File: config.mk
export PLATFORM = sky130hd
export DESIGN_NAME = render_reg_commit_queue_flat
export DESIGN_NICKNAME = d
export VERILOG_FILES = /design/src/rtl/render_reg_commit_queue_if.sv /design/src/rtl/render_reg_commit_queue.sv /design/src/flat_wrapper.sv
export SDC_FILE = /design/constraint.sdc
export NUM_CORES = 1
export LEC_CHECK = 0
export BUFFER_PORTS_ARGS = -buffer_cell sky130_fd_sc_hd__buf_2
export CAP_MARGIN = 5
export CORE_UTILIZATION = 25
export DETAILED_ROUTE_END_ITERATION = 8
export PLACE_DENSITY = 0.53
export SYNTH_ARGS = -nofsm -noshare
export SYNTH_HDL_FRONTEND = slang
export SYNTH_SLANG_ARGS = --single-unit
export TNS_END_PERCENT = 100
File: constraint.sdc
create_clock -name iClock -period 2.6 [get_ports iClock]
set_clock_uncertainty 0.15 [all_clocks]
set_input_delay 0.39 -clock iClock [delete_from_list [all_inputs] [get_ports iClock]]
set_output_delay 0.39 -clock iClock [all_outputs]
set_load 0.02 [all_outputs]
File: src/rtl/render_reg_commit_queue_if.sv
// rtl/render_reg_commit_queue_if.sv - game-logic register-write bus into the commit queue
interface render_reg_commit_queue_if;
  logic        iWrite;
  logic [3:0]  iRegSel;
  logic [16:0] iData;
  logic        oReady;

  modport master (output iWrite, output iRegSel, output iData, input oReady);
  modport slave  (input iWrite, input iRegSel, input iData, output oReady);
endinterface

File: src/rtl/render_reg_commit_queue.sv
// rtl/render_reg_commit_queue.sv - shadow register file committed to the render controller at frame start
module render_reg_commit_queue #(
  parameter int SCREEN_PIXELS = 307200
) (
  input  logic                  iClock,
  input  logic                  iResetN,
  render_reg_commit_queue_if.slave bus,
  input  logic [18:0]           iAddress,
  output logic                  oCommitDone,
  output logic [15:0]           oFrameCount,
  output logic                  oWScreen,
  output logic                  oWBGScroll,
  output logic                  oWBirdY,
  output logic                  oWScore,
  output logic                  oWPipe1X,
  output logic                  oWPipe1Y,
  output logic                  oWPipe2X,
  output logic                  oWPipe2Y,
  output logic                  oWPipe3X,
  output logic                  oWPipe3Y,
  output logic [1:0]            oScreen,
  output logic                  oBGScroll,
  output logic [15:0]           oScore,
  output logic signed [16:0]    oBirdY,
  output logic signed [16:0]    oPipe1X,
  output logic signed [16:0]    oPipe1Y,
  output logic signed [16:0]    oPipe2X,
  output logic signed [16:0]    oPipe2Y,
  output logic signed [16:0]    oPipe3X,
  output logic signed [16:0]    oPipe3Y
);

  typedef enum logic [1:0] {ST_IDLE, ST_WAIT, ST_ISSUE} state_t;

  localparam logic [3:0] SEL_COMMIT = 4'd15;
  localparam int         NUM_REGS   = 10;

  state_t      r_state;
  state_t      w_next;
  logic [18:0] r_prev_addr;
  logic [15:0] r_frames;
  logic [16:0] r_shadow [NUM_REGS];
  logic [16:0] r_out    [NUM_REGS];
  logic [9:0]  r_dirty;
  logic [9:0]  r_strobe;
  logic        r_done;

  logic        w_ready;
  logic        w_accept;
  logic        w_commit;
  logic        w_frame_start;
  logic        w_issue;
  logic [9:0]  w_wr_mask;
  logic        w_addr_in_frame;
  logic        w_unused;

  // Handshake and frame-boundary decode
  always_comb begin
    w_ready       = (r_state != ST_WAIT);
    w_accept      = bus.iWrite & w_ready;
    w_commit      = w_accept & (bus.iRegSel == SEL_COMMIT);
    w_frame_start = (iAddress == 19'd0) && (r_prev_addr != 19'd0);
    w_issue       = (r_state == ST_WAIT) && w_frame_start;
    w_wr_mask     = 10'd0;
    if (w_accept && (bus.iRegSel < 4'd10)) begin
      w_wr_mask = 10'd1 << bus.iRegSel;
    end
  end

  assign bus.oReady = w_ready;

  // Commit state register
  always_ff @(posedge iClock or negedge iResetN) begin
    if (!iResetN) begin
      r_state <= ST_IDLE;
    end else begin
      r_state <= w_next;
    end
  end

  // Commit next-state: a COMMIT accepted during ISSUE is not re-armed; ISSUE always drains to IDLE
  always_comb begin
    w_next = r_state;
    case (r_state)
      ST_IDLE:  if (w_commit) w_next = ST_WAIT;
      ST_WAIT:  if (w_frame_start) w_next = ST_ISSUE;
      ST_ISSUE: w_next = ST_IDLE;
      default:  w_next = ST_IDLE;
    endcase
  end

  // Frame tracking; previous address resets nonzero so address 0 right after reset is a frame start
  always_ff @(posedge iClock or negedge iResetN) begin
    if (!iResetN) begin
      r_prev_addr <= 19'd1;
      r_frames    <= 16'd0;
    end else begin
      r_prev_addr <= iAddress;
      if (w_frame_start) r_frames <= r_frames + 16'd1;
    end
  end

  // Shadow registers and dirty bits; writes are impossible on the issue edge (oReady is low in WAIT)
  always_ff @(posedge iClock or negedge iResetN) begin
    if (!iResetN) begin
      r_dirty <= 10'd0;
      for (int k = 0; k < NUM_REGS; k++) r_shadow[k] <= 17'd0;
    end else begin
      if (w_issue) r_dirty <= 10'd0;
      else         r_dirty <= r_dirty | w_wr_mask;
      for (int k = 0; k < NUM_REGS; k++) begin
        if (w_wr_mask[k]) r_shadow[k] <= bus.iData;
      end
    end
  end

  // Registered strobes and data toward the render controller
  always_ff @(posedge iClock or negedge iResetN) begin
    if (!iResetN) begin
      r_strobe <= 10'd0;
      r_done   <= 1'b0;
      for (int k = 0; k < NUM_REGS; k++) r_out[k] <= 17'd0;
    end else begin
      r_strobe <= w_issue ? r_dirty : 10'd0;
      r_done   <= w_issue;
      if (w_issue) begin
        for (int k = 0; k < NUM_REGS; k++) r_out[k] <= r_shadow[k];
      end
    end
  end

  assign oCommitDone = r_done;
  assign oFrameCount = r_frames;
  assign {oWPipe3Y, oWPipe3X, oWPipe2Y, oWPipe2X, oWPipe1Y,
          oWPipe1X, oWScore, oWBirdY, oWBGScroll, oWScreen} = r_strobe;
  assign oScreen   = r_out[0][1:0];
  assign oBGScroll = r_out[1][0];
  assign oBirdY    = r_out[2];
  assign oScore    = r_out[3][15:0];
  assign oPipe1X   = r_out[4];
  assign oPipe1Y   = r_out[5];
  assign oPipe2X   = r_out[6];
  assign oPipe2Y   = r_out[7];
  assign oPipe3X   = r_out[8];
  assign oPipe3Y   = r_out[9];

  // Addresses past the last pixel are not expected from the VGA scanner and are otherwise ignored
  assign w_addr_in_frame = ({13'd0, iAddress} < 32'(SCREEN_PIXELS));
  assign w_unused = &{1'b0, r_out[0][16:2], r_out[1][16:1], r_out[3][16], w_addr_in_frame};

endmodule

File: src/flat_wrapper.sv
// flat-port wrapper written by rule: the top's interface ports become plain ports
module render_reg_commit_queue_flat 
#(
  parameter int SCREEN_PIXELS = 307200
)
  (iClock, iResetN, iAddress, oCommitDone, oFrameCount, oWScreen, oWBGScroll, oWBirdY, oWScore, oWPipe1X, oWPipe1Y, oWPipe2X, oWPipe2Y, oWPipe3X, oWPipe3Y, oScreen, oBGScroll, oScore, oBirdY, oPipe1X, oPipe1Y, oPipe2X, oPipe2Y, oPipe3X, oPipe3Y, bus_iWrite, bus_iRegSel, bus_iData, bus_oReady);
  render_reg_commit_queue_if bus_i ();
  input  logic iClock;
  input  logic iResetN;
  input  logic [18:0] iAddress;
  output logic oCommitDone;
  output logic [15:0] oFrameCount;
  output logic oWScreen;
  output logic oWBGScroll;
  output logic oWBirdY;
  output logic oWScore;
  output logic oWPipe1X;
  output logic oWPipe1Y;
  output logic oWPipe2X;
  output logic oWPipe2Y;
  output logic oWPipe3X;
  output logic oWPipe3Y;
  output logic [1:0] oScreen;
  output logic oBGScroll;
  output logic [15:0] oScore;
  output logic signed [16:0] oBirdY;
  output logic signed [16:0] oPipe1X;
  output logic signed [16:0] oPipe1Y;
  output logic signed [16:0] oPipe2X;
  output logic signed [16:0] oPipe2Y;
  output logic signed [16:0] oPipe3X;
  output logic signed [16:0] oPipe3Y;
  input wire logic [$bits(bus_i.iWrite)-1:0] bus_iWrite;
  input wire logic [$bits(bus_i.iRegSel)-1:0] bus_iRegSel;
  input wire logic [$bits(bus_i.iData)-1:0] bus_iData;
  output wire logic [$bits(bus_i.oReady)-1:0] bus_oReady;
  assign bus_i.iWrite = bus_iWrite;
  assign bus_i.iRegSel = bus_iRegSel;
  assign bus_i.iData = bus_iData;
  assign bus_oReady = bus_i.oReady;
  render_reg_commit_queue #(.SCREEN_PIXELS(SCREEN_PIXELS)) u_core (.iClock(iClock), .iResetN(iResetN), .bus(bus_i), .iAddress(iAddress), .oCommitDone(oCommitDone), .oFrameCount(oFrameCount), .oWScreen(oWScreen), .oWBGScroll(oWBGScroll), .oWBirdY(oWBirdY), .oWScore(oWScore), .oWPipe1X(oWPipe1X), .oWPipe1Y(oWPipe1Y), .oWPipe2X(oWPipe2X), .oWPipe2Y(oWPipe2Y), .oWPipe3X(oWPipe3X), .oWPipe3Y(oWPipe3Y), .oScreen(oScreen), .oBGScroll(oBGScroll), .oScore(oScore), .oBirdY(oBirdY), .oPipe1X(oPipe1X), .oPipe1Y(oPipe1Y), .oPipe2X(oPipe2X), .oPipe2Y(oPipe2Y), .oPipe3X(oPipe3X), .oPipe3Y(oPipe3Y));
endmodule
==> summary.md <==
| Metric | Value |
|---|---|
| Final Non-Filler Cells | 1723 |
| Pin count of the biggest net entering global routing | 66 |
| Worst hold start | bus_iData[16] |
| Die ar. | 51600 µm² |
| WL/cell | 17.9 µm |
| First-pass GRT wire length | 46.6 mm |
| Initial DRC count | 281 |
| Crit Path Class | input port to flip-flop |
| Clk_lat worst skew | 0.54 ns |
| Footprint of the multi-input gates | 4030 µm² |
| Most frequent cells in the layout | dfrtp_1 (333), mux2_2 (215), buf_2 (207) |
| Synth cell types | 38 |
| Seq/Total Area, Yosys | 66.0% |
| Worst EP required | 2.87 ns |
| Max Root-Sink Buffers | 3 |
| CTS tree | done |
| Setup slack, reg-to-reg | 0.39 ns |
| Mapped Cells | 756 |
| Fillers | 5030 |
| Final ANT Viol Nets | 0 |
| Vias in the first global route | 7505 |
| Clk sinks | 334 |
| Share of Yosys cell area claimed by the top area cell type | 65.8% |
| Synthesis-to-finish area growth | 27.9% |
| Status | complete, no violations |
| CP Launch Type | input port |
| Post-synth net total | 800 |
| Post-DP HPWL | 20.2 mm |
| Setup crit end kind | flip-flop |
| Min Tclk post-route | 2.50 ns |
| Leakage | 8.12 nW |
| Chip Height | 227 µm |
| Tot GR Track Use | 12.2% |
| Row Count | 82 |
| Remaining Overflow, GRT | 0 |
| H-tree depth | 2 |
| DRC violations left | 0 |
| Cell Area, Synth | 12700 µm² |
| Hold Crit Class | input port to flip-flop |
| Inst Count DP | 1634 |
| Synth area leaders | dfrtp_1 (66%), mux2_2 (19%), mux2_4 (7.4%) |
| Most common cell after layout, fill and taps aside | dfrtp_1 |
| Final hold vios | 0 |
| WL final | 30.8 mm |
| Clock Pin Slew Worst Setup and Hold Paths | 0.06 ns |
| Port bufs | 208 |
| Initial antenna violation count | 1 |
| Vias per std cell | 4.12 |
| Worst r2r src | u_core.r_prev_addr[6]$_DFF_PN0_ |
| Ports | 209 |
| Slew HR | 65.7% |
| Worst R2R Path Depth | 7 |
| Root Driver | clkbuf_16 |
| Slew Viols, Final | 0 |
| Share of layout cells above drive strength 1 | 55.9% |
| Register Area | 8360 µm² |
| Power density over the cells | 771 nW/µm² |
| Vias | 7091 |
| CTS Buf Count | 39 |
| Final net count | 1067 |
| MaxCap Viol Count | 0 |
| Hold path depth | 2 |
| Worst Setup SP | iAddress[2] |
| Final Cycle Share | 96.3% |
| CP Max Fanout | 32 |
| Cell taking the most area after synthesis | dfrtp_1 |
| Horiz. Die Dim | 227 µm |
| Synth Warn # | 0 |
| RSZ-0062 raised after global routing | yes |
| Post-synthesis register bit count | 334 |
| Slew @ Worst Pin | 0.514 ns |
| Mean Syn Cell Area | 16.8 µm² |
| Initial Util | 25.3% |
| Core Area | 50100 µm² |
| Endpoints failing setup | 0 |
| VDD IR-drop max | 432 µV |
| GP Congestion | 0.743 |
| Pre-antenna DRT Iters | 4 |
| F_max | 399 MHz |
| CP arrival | 2.78 ns |
| TNS Setup | 0 ns |
==> report_power, final <==
part           total, mW  switching [mW]  internal, mW
Combinational      0.868           0.354         0.514
Sequential          6.10           0.286          5.81
Clock               5.52            2.13          3.38
==> synth_stat cells, drive strengths merged <==
cell type and instances:
a2bb2oi 1, nor4 11, and2 6, or3 1, nor3b 2, a21oi 4, and3 2, nand4b 1
clkbuf 3, nand2b 2, mux2 277, nand4bb 1, dfstp 1, dfrtp 333, nor2 25, and4 2
o211ai 1, nand4 2, or2 1, inv 8, nand3b 2, xor2 13, nand2 10, buf 28
nor3 9, xnor2 2, nand3 6, and4b 1, ha 1
==> routing by layer <==
metal	vias up	GRT usage [%]	routed length, µm
met3	42	3.39	1830
li1	3197	-	-
met1	3700	15.4	13600
met2	152	19.5	14600
met4	0	4.98	762
met5	-	0	0
==> worst max-delay path: stages <==
cell and delay, ns:
dlygate4sd3_1 0.55, buf_2 0.14, nor4_2 0.29, and4_1 0.24, o211ai_2 0.09, or2_1 0.31
inv_8 0.19, buf_12 0.25, mux2_4 0.32
==> metrics by stage <==
stage | util [%] | setup slack, ns | area (µm²) | hold slack [ns] | total power, mW
after detailed placement | 29.3 | 0.0393 | 14700 | 0.228 | 7.06
after floorplan | - | 0.266 | 12700 | -0.0556 | 6.67
after global routing | 32.3 | -0.0232 | 16200 | 0.0864 | 13.1
after global placement | 29.3 | 0.0792 | 14700 | 0.232 | 7.01
final | 32.3 | 0.0965 | 16200 | 0.0947 | 12.5
after CTS | 32.3 | 0.0802 | 16200 | 0.0838 | 12.7
==> kinds of logic after synthesis <==
group / synth area share (%)
AO/OA/AOI/OAI: 0.326
multiplexers: 26.5
adder cells (fa/ha/maj): 0.0988
AND/OR/NAND/NOR: 3.62
XOR/XNOR: 1.04
flip-flops: 66.0
buffers and inverters: 2.44
==> final timing paths <==
| kind | endpoint |
|---|---|
| max in group asynchronous | u_core.oPipe2X[4]$_DFFE_PN0P_ |
| min in group asynchronous | u_core.oPipe3X[12]$_DFFE_PN0P_ |
| worst min register to register | u_core.r_state[0]$_DFFE_PN0P_ |
| worst min-delay path | u_core.r_shadow[67]$_DFFE_PN0P_ |
| worst max-delay path | u_core.oPipe3X[13]$_DFFE_PN0P_ |
| worst max register to register | u_core.oPipe3X[13]$_DFFE_PN0P_ |
==> flip-flops by register name, summed over array words and instances, names as in the netlist <==
| register | cells |
|---|---|
| u_core.r_shadow | 138 |
| u_core.r_prev_addr | 19 |
| u_core.oBirdY | 17 |
| u_core.oPipe1X | 17 |
| u_core.oPipe1Y | 17 |
| u_core.oPipe2X | 17 |
| u_core.oPipe2Y | 17 |
| u_core.oPipe3X | 17 |
| u_core.oPipe3Y | 17 |
| u_core.oFrameCount | 16 |
| u_core.oScore | 16 |
| u_core.r_dirty | 10 |
| u_core.r_strobe | 10 |
| u_core.oScreen | 2 |
| u_core.r_state | 2 |
| u_core.oBGScroll | 1 |
| u_core.oCommitDone | 1 |
==> cell type report <==
type,count,share of cell area [%]
diodes,1,0.0155
clock buffers,57,7.39
clock inverters,11,0.742
inverters,8,0.232
multi-input cells,383,24.9
flip-flops and latches,334,51.6
well taps,672,5.19
repair buffers,257,9.92
==> repair_timing <==
action                                 CTS  global route
endpoints found under the hold margin   68             0
hold buffers                            20             0
gates resized for setup                  0             1
buffers inserted                         0             0
setup endpoints to repair                0           132
(Power assumes the default switching activity.)
